## src/rtl/max_pool_scheduler_if.sv

```systemverilog
// Requester/engine handshake bundle for max_pool_scheduler.
//   req            requester -> scheduler, level request per requester
//   gnt            scheduler -> requester, one-hot grant held for the job
//   done           scheduler -> requester, 1-cycle completion pulse
//   done_err       scheduler -> requester, 1-cycle pulse with done on abort
//   pool_sel       scheduler -> engine mux, index of granted requester
//   pool_valid_in  scheduler -> engine, 1-cycle start pulse
//   pool_valid_out engine -> scheduler, result valid level
interface max_pool_scheduler_if #(
  parameter int unsigned NREQ = 4
);
  localparam int unsigned IDX_W = (NREQ > 1) ? $clog2(NREQ) : 1;

  logic [NREQ-1:0]  req;
  logic [NREQ-1:0]  gnt;
  logic [NREQ-1:0]  done;
  logic             done_err;
  logic [IDX_W-1:0] pool_sel;
  logic             pool_valid_in;
  logic             pool_valid_out;

  // Scheduler side
  modport master (
    input  req,
    input  pool_valid_out,
    output gnt,
    output done,
    output done_err,
    output pool_sel,
    output pool_valid_in
  );

  // Requester/engine side
  modport slave (
    output req,
    output pool_valid_out,
    input  gnt,
    input  done,
    input  done_err,
    input  pool_sel,
    input  pool_valid_in
  );
endinterface

```

## src/rtl/max_pool_scheduler.sv

```systemverilog
// Round-robin scheduler sharing one max_pool2d engine among NREQ requesters.
// Grants one requester per job, drives the engine operand-mux select, pulses
// the engine start, detects completion on a rising valid_out and returns a
// per-requester done pulse. A watchdog aborts jobs that never complete.
// Ports:
//   clk          clock, rising edge
//   rst          synchronous active-high reset
//   bus          max_pool_scheduler_if.master (req/gnt/done/done_err,
//                pool_sel/pool_valid_in/pool_valid_out)
//   busy         high whenever a job is in flight (state != IDLE)
//   timeout_err  sticky abort flag, cleared only by rst
//   job_count    jobs completed without error, wrapping
module max_pool_scheduler #(
  parameter int unsigned NREQ    = 4,
  parameter int unsigned TIMEOUT = 4096,
  parameter int unsigned CNT_W   = 16
) (
  input  logic                  clk,
  input  logic                  rst,
  max_pool_scheduler_if.master  bus,
  output logic                  busy,
  output logic                  timeout_err,
  output logic [CNT_W-1:0]      job_count
);

  localparam int unsigned IDX_W  = (NREQ > 1) ? $clog2(NREQ) : 1;
  localparam int unsigned WAIT_W = (TIMEOUT > 1) ? $clog2(TIMEOUT) : 1;

  typedef enum logic [1:0] {
    S_IDLE  = 2'd0,
    S_ISSUE = 2'd1,
    S_WAIT  = 2'd2,
    S_DONE  = 2'd3
  } state_t;

  state_t            state;
  logic [IDX_W-1:0]  rr_ptr;
  logic [WAIT_W-1:0] wait_cnt;
  logic              vout_q;
  logic [NREQ-1:0]   gnt_q;
  logic [NREQ-1:0]   done_q;
  logic              done_err_q;
  logic [IDX_W-1:0]  pool_sel_q;
  logic              pool_valid_in_q;

  logic [IDX_W-1:0]  winner_c;
  logic              any_req_c;
  logic              vout_rise_c;
  logic [IDX_W-1:0]  next_ptr_c;

  // Only a fresh rising edge of valid_out marks completion; a held level does not
  assign vout_rise_c = bus.pool_valid_out & ~vout_q;

  // Pointer to the requester after the one just served
  assign next_ptr_c = (32'(pool_sel_q) == (NREQ - 1)) ? '0 : pool_sel_q + IDX_W'(1);

  // Round-robin arbiter: first set req scanning from rr_ptr upward, wrapping
  always_comb begin
    int unsigned idx;
    winner_c  = rr_ptr;
    any_req_c = 1'b0;
    idx       = 0;
    for (int unsigned i = 0; i < NREQ; i++) begin
      idx = 32'(rr_ptr) + i;
      if (idx >= NREQ) idx = idx - NREQ;
      if (!any_req_c && bus.req[IDX_W'(idx)]) begin
        winner_c  = IDX_W'(idx);
        any_req_c = 1'b1;
      end
    end
  end

  // Job FSM with registered outputs
  always_ff @(posedge clk) begin
    if (rst) begin
      state           <= S_IDLE;
      rr_ptr          <= '0;
      wait_cnt        <= '0;
      vout_q          <= 1'b0;
      gnt_q           <= '0;
      done_q          <= '0;
      done_err_q      <= 1'b0;
      pool_sel_q      <= '0;
      pool_valid_in_q <= 1'b0;
      busy            <= 1'b0;
      timeout_err     <= 1'b0;
      job_count       <= '0;
    end else begin
      vout_q <= bus.pool_valid_out;
      case (state)
        S_IDLE: begin
          if (any_req_c) begin
            state           <= S_ISSUE;
            gnt_q           <= NREQ'(1) << winner_c;
            pool_sel_q      <= winner_c;
            pool_valid_in_q <= 1'b1;
            busy            <= 1'b1;
          end
        end
        S_ISSUE: begin
          pool_valid_in_q <= 1'b0;
          wait_cnt        <= '0;
          state           <= S_WAIT;
        end
        S_WAIT: begin
          if (vout_rise_c) begin
            state  <= S_DONE;
            done_q <= NREQ'(1) << pool_sel_q;
          end else if (wait_cnt == WAIT_W'(TIMEOUT - 1)) begin
            state      <= S_DONE;
            done_q     <= NREQ'(1) << pool_sel_q;
            done_err_q <= 1'b1;
          end else begin
            wait_cnt <= wait_cnt + WAIT_W'(1);
          end
        end
        S_DONE: begin
          // done_err_q distinguishes abort from normal completion here
          if (done_err_q) timeout_err <= 1'b1;
          else            job_count   <= job_count + CNT_W'(1);
          done_q     <= '0;
          done_err_q <= 1'b0;
          gnt_q      <= '0;
          busy       <= 1'b0;
          rr_ptr     <= next_ptr_c;
          state      <= S_IDLE;
        end
        default: state <= S_IDLE;
      endcase
    end
  end

  assign bus.gnt           = gnt_q;
  assign bus.done          = done_q;
  assign bus.done_err      = done_err_q;
  assign bus.pool_sel      = pool_sel_q;
  assign bus.pool_valid_in = pool_valid_in_q;

endmodule
```

## src/flat_wrapper.sv

```systemverilog
// flat-port wrapper written by rule: the top's interface ports become plain ports
module max_pool_scheduler_flat 
#(
  parameter int unsigned NREQ    = 4,
  parameter int unsigned TIMEOUT = 4096,
  parameter int unsigned CNT_W   = 16
)
  (clk, rst, busy, timeout_err, job_count, bus_req, bus_pool_valid_out, bus_gnt, bus_done, bus_done_err, bus_pool_sel, bus_pool_valid_in);
  max_pool_scheduler_if #(.NREQ(NREQ)) bus_i ();
  input  logic clk;
  input  logic rst;
  output logic busy;
  output logic timeout_err;
  output logic [CNT_W-1:0] job_count;
  input wire logic [$bits(bus_i.req)-1:0] bus_req;
  input wire logic [$bits(bus_i.pool_valid_out)-1:0] bus_pool_valid_out;
  output wire logic [$bits(bus_i.gnt)-1:0] bus_gnt;
  output wire logic [$bits(bus_i.done)-1:0] bus_done;
  output wire logic [$bits(bus_i.done_err)-1:0] bus_done_err;
  output wire logic [$bits(bus_i.pool_sel)-1:0] bus_pool_sel;
  output wire logic [$bits(bus_i.pool_valid_in)-1:0] bus_pool_valid_in;
  assign bus_i.req = bus_req;
  assign bus_i.pool_valid_out = bus_pool_valid_out;
  assign bus_gnt = bus_i.gnt;
  assign bus_done = bus_i.done;
  assign bus_done_err = bus_i.done_err;
  assign bus_pool_sel = bus_i.pool_sel;
  assign bus_pool_valid_in = bus_i.pool_valid_in;
  max_pool_scheduler #(.NREQ(NREQ), .TIMEOUT(TIMEOUT), .CNT_W(CNT_W)) u_core (.clk(clk), .rst(rst), .bus(bus_i), .busy(busy), .timeout_err(timeout_err), .job_count(job_count));
endmodule
```

## config.mk

```make
export PLATFORM = sky130hd
export DESIGN_NAME = max_pool_scheduler_flat
export DESIGN_NICKNAME = d
export VERILOG_FILES = /design/src/rtl/max_pool_scheduler_if.sv /design/src/rtl/max_pool_scheduler.sv /design/src/flat_wrapper.sv
export SDC_FILE = /design/constraint.sdc
export NUM_CORES = 1
export LEC_CHECK = 0
export CAP_MARGIN = 20
export CORE_MARGIN = 5
export CORE_UTILIZATION = 60
export CTS_BUF_LIST = sky130_fd_sc_hd__clkbuf_4 sky130_fd_sc_hd__clkbuf_8
export CTS_CLUSTER_DIAMETER = 60
export DETAILED_ROUTE_END_ITERATION = 6
export HOLD_SLACK_MARGIN = 0.05
export PLACE_DENSITY_LB_ADDON = 0.05
export SYNTH_ARGS = -nofsm -noshare
export SYNTH_HDL_FRONTEND = slang
export SYNTH_SLANG_ARGS = --single-unit
export TNS_END_PERCENT = 50
```

## constraint.sdc

```tcl
create_clock -name clk -period 3.4 [get_ports clk]
set_clock_uncertainty 0.1 [all_clocks]
set_input_delay 0.51 -clock clk [delete_from_list [all_inputs] [get_ports clk]]
set_output_delay 0.51 -clock clk [all_outputs]
set_load 0.1 [all_outputs]
```

==> results.txt, run 1 <==
* Register area share after synthesis: 40.1%
- Setup-failing EPs final: 0
- The analysis attributes to cell leakage a power of 1.01 nW.
* Syn Nets: 284
- The synthesized design contains 47 register bits.
- For this run, the slowest stage of the critical path takes 1.17 ns.
- IR analysis of the VDD net gives a maximum drop of 0.570 mV.
* FP Rows: 22
* Vertical die dimension: 72.5 um
* Setup repair after global routing missed its margin: false
- The min-delay analysis places its worst path in the category reg2reg.
- Number of standard cells in the final layout excluding fillers: 350
- Worst Setup Path Type: reg2out
- The most used flip-flop cell after synthesis is dfxtp_1.
- Once the floorplan was initialized, standard cells occupied 63.1% of the core.
* Most frequent standard cell in the layout excluding fill and tap cells: dfxtp_1
* Pwr Density: 608 nW/um^2
- TritonCTS clock tree: done
- In this run the number of cells on the critical path is 1.
* Number of distinct library cells after synthesis: 48
* Critical path buffer and inverter count: 1
- Inserted Clock Buffers: 5
- Die ar.: 5260 um^2
- Worst-path maximum fanout: 6
- Across all register-to-register paths, the minimum setup slack is 1.26 ns.
* GR Util All Layers: 18.3%
- Slowest CP cell: clkdlybuf4s50_1
- In this run the standard cell core region covers 3720 um^2.
- The clock drives 47 sinks.
- The repair_antennas step left the layout with diodes totalling 0.
* Normalized max-slew margin: 34.5%
- After clock tree synthesis, the clock-pin slew on the worst setup and hold paths is 0.09 ns.
- After detailed routing, the average wire length per cell comes to 13.1 um.
- Iteration count of the initial detailed-routing pass: 4
- Fraction of final layout cells sized beyond drive strength 1: 10.3%
- The worst path needs 2.50 ns of the cycle, external delays included.
* Worst setup SP type: flop
- Hold Violations, Final: 0
- The initial antenna violation count is 0.
* Via count of the first global-routing pass: 1785
* Crit path cell chain: clkdlybuf4s50_1
* Depth of the worst hold-timing path: 2
- Area delta synth->final: 20.1%
- Port buffering added 36 buffers.
* CTS max path bufs: 2
* Warnings from Yosys: 0
- Clk_lat worst skew: 0.30 ns
- Detailed router's first-iteration violation count: 54
- In the layout the commonest cells are 47 x dfxtp_1, 41 x nor2_1, 28 x clkdlybuf4s50_1.
* Root Buffer: clkbuf_8
* Share of the cycle needed by the critical path after routing: 73.5%
- Setup Fix Bufs, Post-CTS: 0
* Overflow after GRT: 0
* Placed instance count: 342
- Cts hold-fix bufs: 0
* Run status: finished, final reports clean
- Across all setup checks in the final design, the least slack found is 0.900 ns.
- 37 I/O pins were placed.
- At the end of the flow, the number of nets in the layout was 319.
- The final route contains 1945 vias.
- Critical path arrival: 1.89 ns
- Average cell area after synthesis: 8.82 um^2
* H-tree depth: 2
- Data required time at the worst endpoint: 2.79 ns
- Pin slew with the least headroom to its limit: 0.980 ns
* Number of flops mapped to enable cells by yosys: 0
* Worst hold-check slack: 0.357 ns
- Setup TNS: 0 ns
* Residual DRC count: 0
- Pre-CTS worst setup slack: 1.04 ns
- Cells on worst reg2reg path: 6
- Final GP Congestion: 0.781
- Antenna violation net count after detailed routing: 0
- Summed over all layers, the routed wires come to 4580 um.
- In the synthesized netlist the async set-or-reset flop fraction comes to 0%.
* Netlist Area Pre-Place: 2350 um^2
- Based on the critical path, the design can be clocked at up to 400 MHz.
- The tool flagged a number of max-cap violations equal to 0.
* Mean number of vias per cell: 5.56
- Number of instances in the synthesized netlist: 266
- Entering global routing, the biggest net connects 21 pins.
* Final-report max-slew violation count: 0
- Post-cts sizing count: 0
* Global-route wire length before repair: 7820 um
- Nature of the critical path endpoint: output pin
- Counting the fill cells in the layout gives 288.
- Die Span X: 72.5 um
- Detail Placement HPWL: 3400 um
- The kind of cell with the highest combined delay along the critical path is buffers and inverters.
## registers in the layout, indices dropped and copies added (netlist names), 2 cells and up
register             cells
u_core.bus.pool_sel      2
u_core.job_count        16
u_core.wait_cnt         12
u_core.state             2
u_core.bus.done          4
u_core.rr_ptr            2
u_core.bus.gnt           4
## worst paths after layout
path                  startpoint            endpoint
max reg2reg      u_core.state[0]  u_core.wait_cnt[0]
min reg2reg    u_core.bus.gnt[1]   u_core.bus.gnt[1]
min            u_core.bus.gnt[1]   u_core.bus.gnt[1]
max          u_core.job_count[8]        job_count[8]
## per-layer routing
| metal | vias up | routed length (um) | GRT usage [%] |
|---|---|---|---|
| li1 | 988 | - | - |
| met1 | 917 | 2130 | 22.6 |
| met2 | 35 | 2230 | 32.0 |
| met3 | 5 | 176 | 4.57 |
| met4 | 0 | 45 | 4.30 |
| met5 | - | 0 | 0 |
## per-stage QoR
stage / util, % / instance area [um^2] / total power [mW]
4_1_cts: 75.8 / 2820 / 1.72
2_1_floorplan: - / 2350 / 1.19
3_3_place_gp: 72.7 / 2700 / 1.29
6_report: 75.8 / 2820 / 1.71
5_1_grt: 75.8 / 2820 / 1.80
3_5_place_dp: 72.7 / 2700 / 1.30
## cells in the mapped netlist (2+ instances only)
cell type	instances	share of area [%]
dfxtp_1	47	40
nor2_1	41	6.6
nand2_1	25	4.0
xnor2_1	18	6.7
a21oi_1	17	3.6
ha_1	11	5.9
inv_1	9	1.4
nand3_1	9	1.9
nor3_1	7	1.5
nor2b_1	6	1.6
o21ai_0	6	1.3
nor4_1	5	1.3
mux2i_1	4	1.7
nor4_2	4	2.1
xor2_1	4	1.5
a22oi_1	3	0.96
a31oi_1	3	0.80
buf_4	3	0.96
nand2b_1	3	0.80
nand4_1	3	0.80
or3_1	3	0.80
and3_1	2	0.53
buf_1	2	0.32
clkbuf_1	2	0.32
nand3_2	2	0.85
nand3b_1	2	0.64
nand4_4	2	1.8
o211a_1	2	0.85
o21ai_1	2	0.43
## cell type report
cell class	count	area [um^2]	area share (%)
flip-flops and latches	47	941	33.4
inverters	9	33.8	1.20
clock buffers	6	82.6	2.93
multi-input cells	201	1320	46.8
repair buffers	37	348	12.3
well taps	48	60.1	2.13
clock inverters	2	35.0	1.24
## where the power goes
part | switching (mW) | internal [mW]
sequential | 0.0414 | 0.599
combinational | 0.470 | 0.182
clock | 0.183 | 0.238
## cells by family after synthesis
family | Yosys count | share of synthesized area [%]
and+or+nand+nor | 122 | 28.2
DFF | 47 | 40.1
AOI/OAI and AO/OA | 41 | 11.7
xor gates and xnor gates | 22 | 8.21
buffers and inverters | 18 | 3.73
adders and majority gates | 11 | 5.87
muxes | 5 | 2.19
(Power assumes the default switching activity.)
==> run 2, diff against run 1 <==
--- a/config.mk
+++ b/config.mk
@@ -7,7 +7,7 @@
 export LEC_CHECK = 0
 export CAP_MARGIN = 20
 export CORE_MARGIN = 5
-export CORE_UTILIZATION = 60
+export CORE_UTILIZATION = 50
 export CTS_BUF_LIST = sky130_fd_sc_hd__clkbuf_4 sky130_fd_sc_hd__clkbuf_8
 export CTS_CLUSTER_DIAMETER = 60
 export DETAILED_ROUTE_END_ITERATION = 6
==> constraint.sdc (replaced) <==
create_clock -name clk -period 2.2 [get_ports clk]
set_clock_uncertainty 0.1 [all_clocks]
set_input_delay 0.33 -clock clk [delete_from_list [all_inputs] [get_ports clk]]
set_output_delay 0.33 -clock clk [all_outputs]
set_load 0.1 [all_outputs]
==> run 2 against run 1 <==
  * Design area up 0.18%
  * Count of clock-buffer cells in the layout up 2
  * Worst setup slack worse by 0.65 ns
  * Cell count up 4.0%
  * Highest routed layer unchanged
  * Register-to-register slack worse by 1.0 ns
  * Die area up 17%
  * Critical path depth up 5
==> results.txt, run 2 (synthesized netlist as in run 1, its figures left out) <==
- The run finished with clean final reports.
- Setup repair after global routing missed its margin: false
* Global-route wire length before repair: 8600 um
- Maximum clock rate: 513 MHz
- Clk_lat worst skew: 0.30 ns
* Overflow after GRT: 0
* Mean number of vias per cell: 5.23
- The startpoint identified for the worst hold timing path is u_core.bus.gnt[2].
- Leakage Power: 1.09 nW
- The net count of the finished layout is 327.
- Detailed router's first-iteration violation count: 92
- The hold violation count in the final report was 0.
- Maximum number of pins on one net before global-route repair: 22
- CTS max path bufs: 2
- Data required time at the worst endpoint: 2.34 ns
- Via count of the routed design: 1905
* Setup Fix Bufs, Post-CTS: 0
* Vertical die dimension: 78.5 um
- Once layout is complete, the utilization of the core stands at 61.0%.
* Ant. Diodes: 0
* Worst setup SP type: flop
- Shortest period the worst path allows: 1.95 ns
- The floorplan has 25 rows.
- Overall routed net length: 4780 um
- Setup TNS: 0 ns
- Share of the cycle needed by the critical path after routing: 88.5%
- Startpoint of the lowest-slack register-to-register path: u_core.state[0]
* Nature of the critical path endpoint: flop
- In the global route stage, overall resource usage came out at 17.4%.
- Cts hold-fix bufs: 0
- The tightest min-delay check is of the reg2reg type.
- Peak supply drop: 0.441 mV
- Fraction of final layout cells sized beyond drive strength 1: 21.3%
- Starting utilization of the core area: 50.7%
- Depth of the worst hold-timing path: 2
- H-tree depth: 2
* Critical path arrival: 2.09 ns
- Count of buffers inserted at the top-level ports: 36
- Most frequent cells in the layout: 42 x dfxtp_1, 41 x nor2_1, 39 x buf_4
* DR WL/cell: 13.1 um
- TritonCTS built the clock tree.
* Inserted Clock Buffers: 5
- Cells on worst reg2reg path: 6
- The cell sitting at the root of the clock tree is a clkbuf_8.
* Die ar.: 6160 um^2
* Via count of the first global-routing pass: 1879
- Worst-case hold path end point: u_core.bus.gnt[2]
* Worst-path maximum fanout: 9
- Clock-pin slew was measured on the worst setup and hold paths at 0.08 ns.
- The detail route stage leaves a number of antenna-violating nets equal to 0.
- Number of antenna violations at the first check in global routing: 0
* Register bank with the most flops: u_core.job_count
- Before antenna repair, the detailed router went through 4 iterations.
- The max-slew violation total from the final report is 0.
- Routability-driven placement finished with a final weighted congestion of 0.821.
* Pin slew with the least headroom to its limit: 0.412 ns
- During I/O placement, the number of pins put on the boundary was 37.
- Gates resized during post-CTS repair numbered 0.
- Residual DRC count: 0
- Number of maximum-capacitance violations: 0
- Setup-failing EPs final: 0
- Most frequent standard cell in the layout excluding fill and tap cells: dfxtp_1
- Pwr Density: 917 nW/um^2
* Placeable core region: 4630 um^2
- Worst Setup Path Type: reg2reg
* Detail Placement HPWL: 3550 um
- In the final layout, the registers with the most flip-flops are u_core.job_count (16), u_core.wait_cnt (12).
- Headroom to the max-slew limit came out at 72.3%.
- Reg-to-reg critical path endpoint: u_core.wait_cnt[0]
- Across all register-to-register paths, the minimum setup slack is 0.25 ns.
- Compared with the post-synthesis result, the final layout area differs by 20.3%.
* Die Span X: 78.5 um
- Number of clock sinks seen by CTS: 47
* Number of flip-flops under the largest register name: 16
## run 2: cell count changes in the layout (fill, tap and decap cells not counted)
cell	change
clkinv_2	-1
dfxtp_1	-5
clkdlybuf4s50_1	-22
dfxtp_2	+5
clkbuf_4	+1
clkbuf_8	+1
bufinv_16	-1
buf_4	+30
## run 2: cell type report
| cell class | count | area, um^2 |
|---|---|---|
| multi-input combinational | 201 | 1320 |
| fill | 448 | 1810 |
| tap | 54 | 67.6 |
| clock buffer | 8 | 104 |
| timing repair buffer | 45 | 353 |
| sequential | 47 | 947 |
| inverter | 9 | 33.8 |
## run 2: worst max-delay path: stages, from the launching register on
cell	delay [ns]
dfxtp_1	0.34
inv_1	0.13
ha_1	0.37
nand2_1	0.19
or2_2	0.38
mux2_1	0.32
nor2_1	0.08
## run 2: per-layer routing
metal  routed length, um  track usage [%]  vias up  share of wire [%]
met5                   0                0        -                  0
met4                  85             7.34        0                1.8
met3                 211             5.05        7                4.4
met2                2160             27.5       26                 45
met1                2320             22.1      869                 48
li1                    -                -     1003                  -
## run 2: worst max path at each step
stage / cells after the start / start / slack (ns) / endpoint
after floorplan: 4 / u_core.job_count[6] / 0.09 / u_core.job_count[15]
after global placement: 6 / bus_req[0] / 0.11 / u_core.bus.gnt[3]
after detailed placement: 6 / bus_req[0] / 0.06 / u_core.bus.gnt[3]
after CTS: 6 / u_core.state[0] / 0.24 / u_core.wait_cnt[0]
after global routing: 7 / u_core.state[0] / 0.09 / u_core.wait_cnt[4]
final: 6 / u_core.state[0] / 0.25 / u_core.wait_cnt[0]
## run 2: metrics by stage
| step | instances | total power, mW | setup WS (ns) | cell area (um^2) | hold WS (ns) |
|---|---|---|---|---|---|
| floorplan | 266 | 1.84 | 0.0923 | 2350 | 0.358 |
| global placement | 356 | 2.02 | 0.112 | 2720 | 0.340 |
| detailed placement | 356 | 2.03 | 0.0635 | 2720 | 0.349 |
| CTS | 364 | 2.63 | 0.242 | 2820 | 0.361 |
| global route | 364 | 2.76 | 0.0936 | 2820 | 0.373 |
| finish | 364 | 2.59 | 0.252 | 2820 | 0.354 |
## run 2: report_power, final
part	switching (mW)	leakage (nW)	internal [mW]	total, mW
Sequential	0.0655	0.383	0.927	0.993
Combinational	0.725	0.652	0.289	1.01
Clock	0.282	0.0549	0.299	0.582
Total	1.07	1.09	1.52	2.59
==> run 3, diff against run 2 <==
--- a/config.mk
+++ b/config.mk
@@ -13,6 +13,7 @@
 export DETAILED_ROUTE_END_ITERATION = 6
 export HOLD_SLACK_MARGIN = 0.05
 export PLACE_DENSITY_LB_ADDON = 0.05
+export SLEW_MARGIN = 10
 export SYNTH_ARGS = -nofsm -noshare
 export SYNTH_HDL_FRONTEND = slang
 export SYNTH_SLANG_ARGS = --single-unit
==> results of run 3 <==
Same layout as run 2: the final DEF is identical, and so are final timing and power.
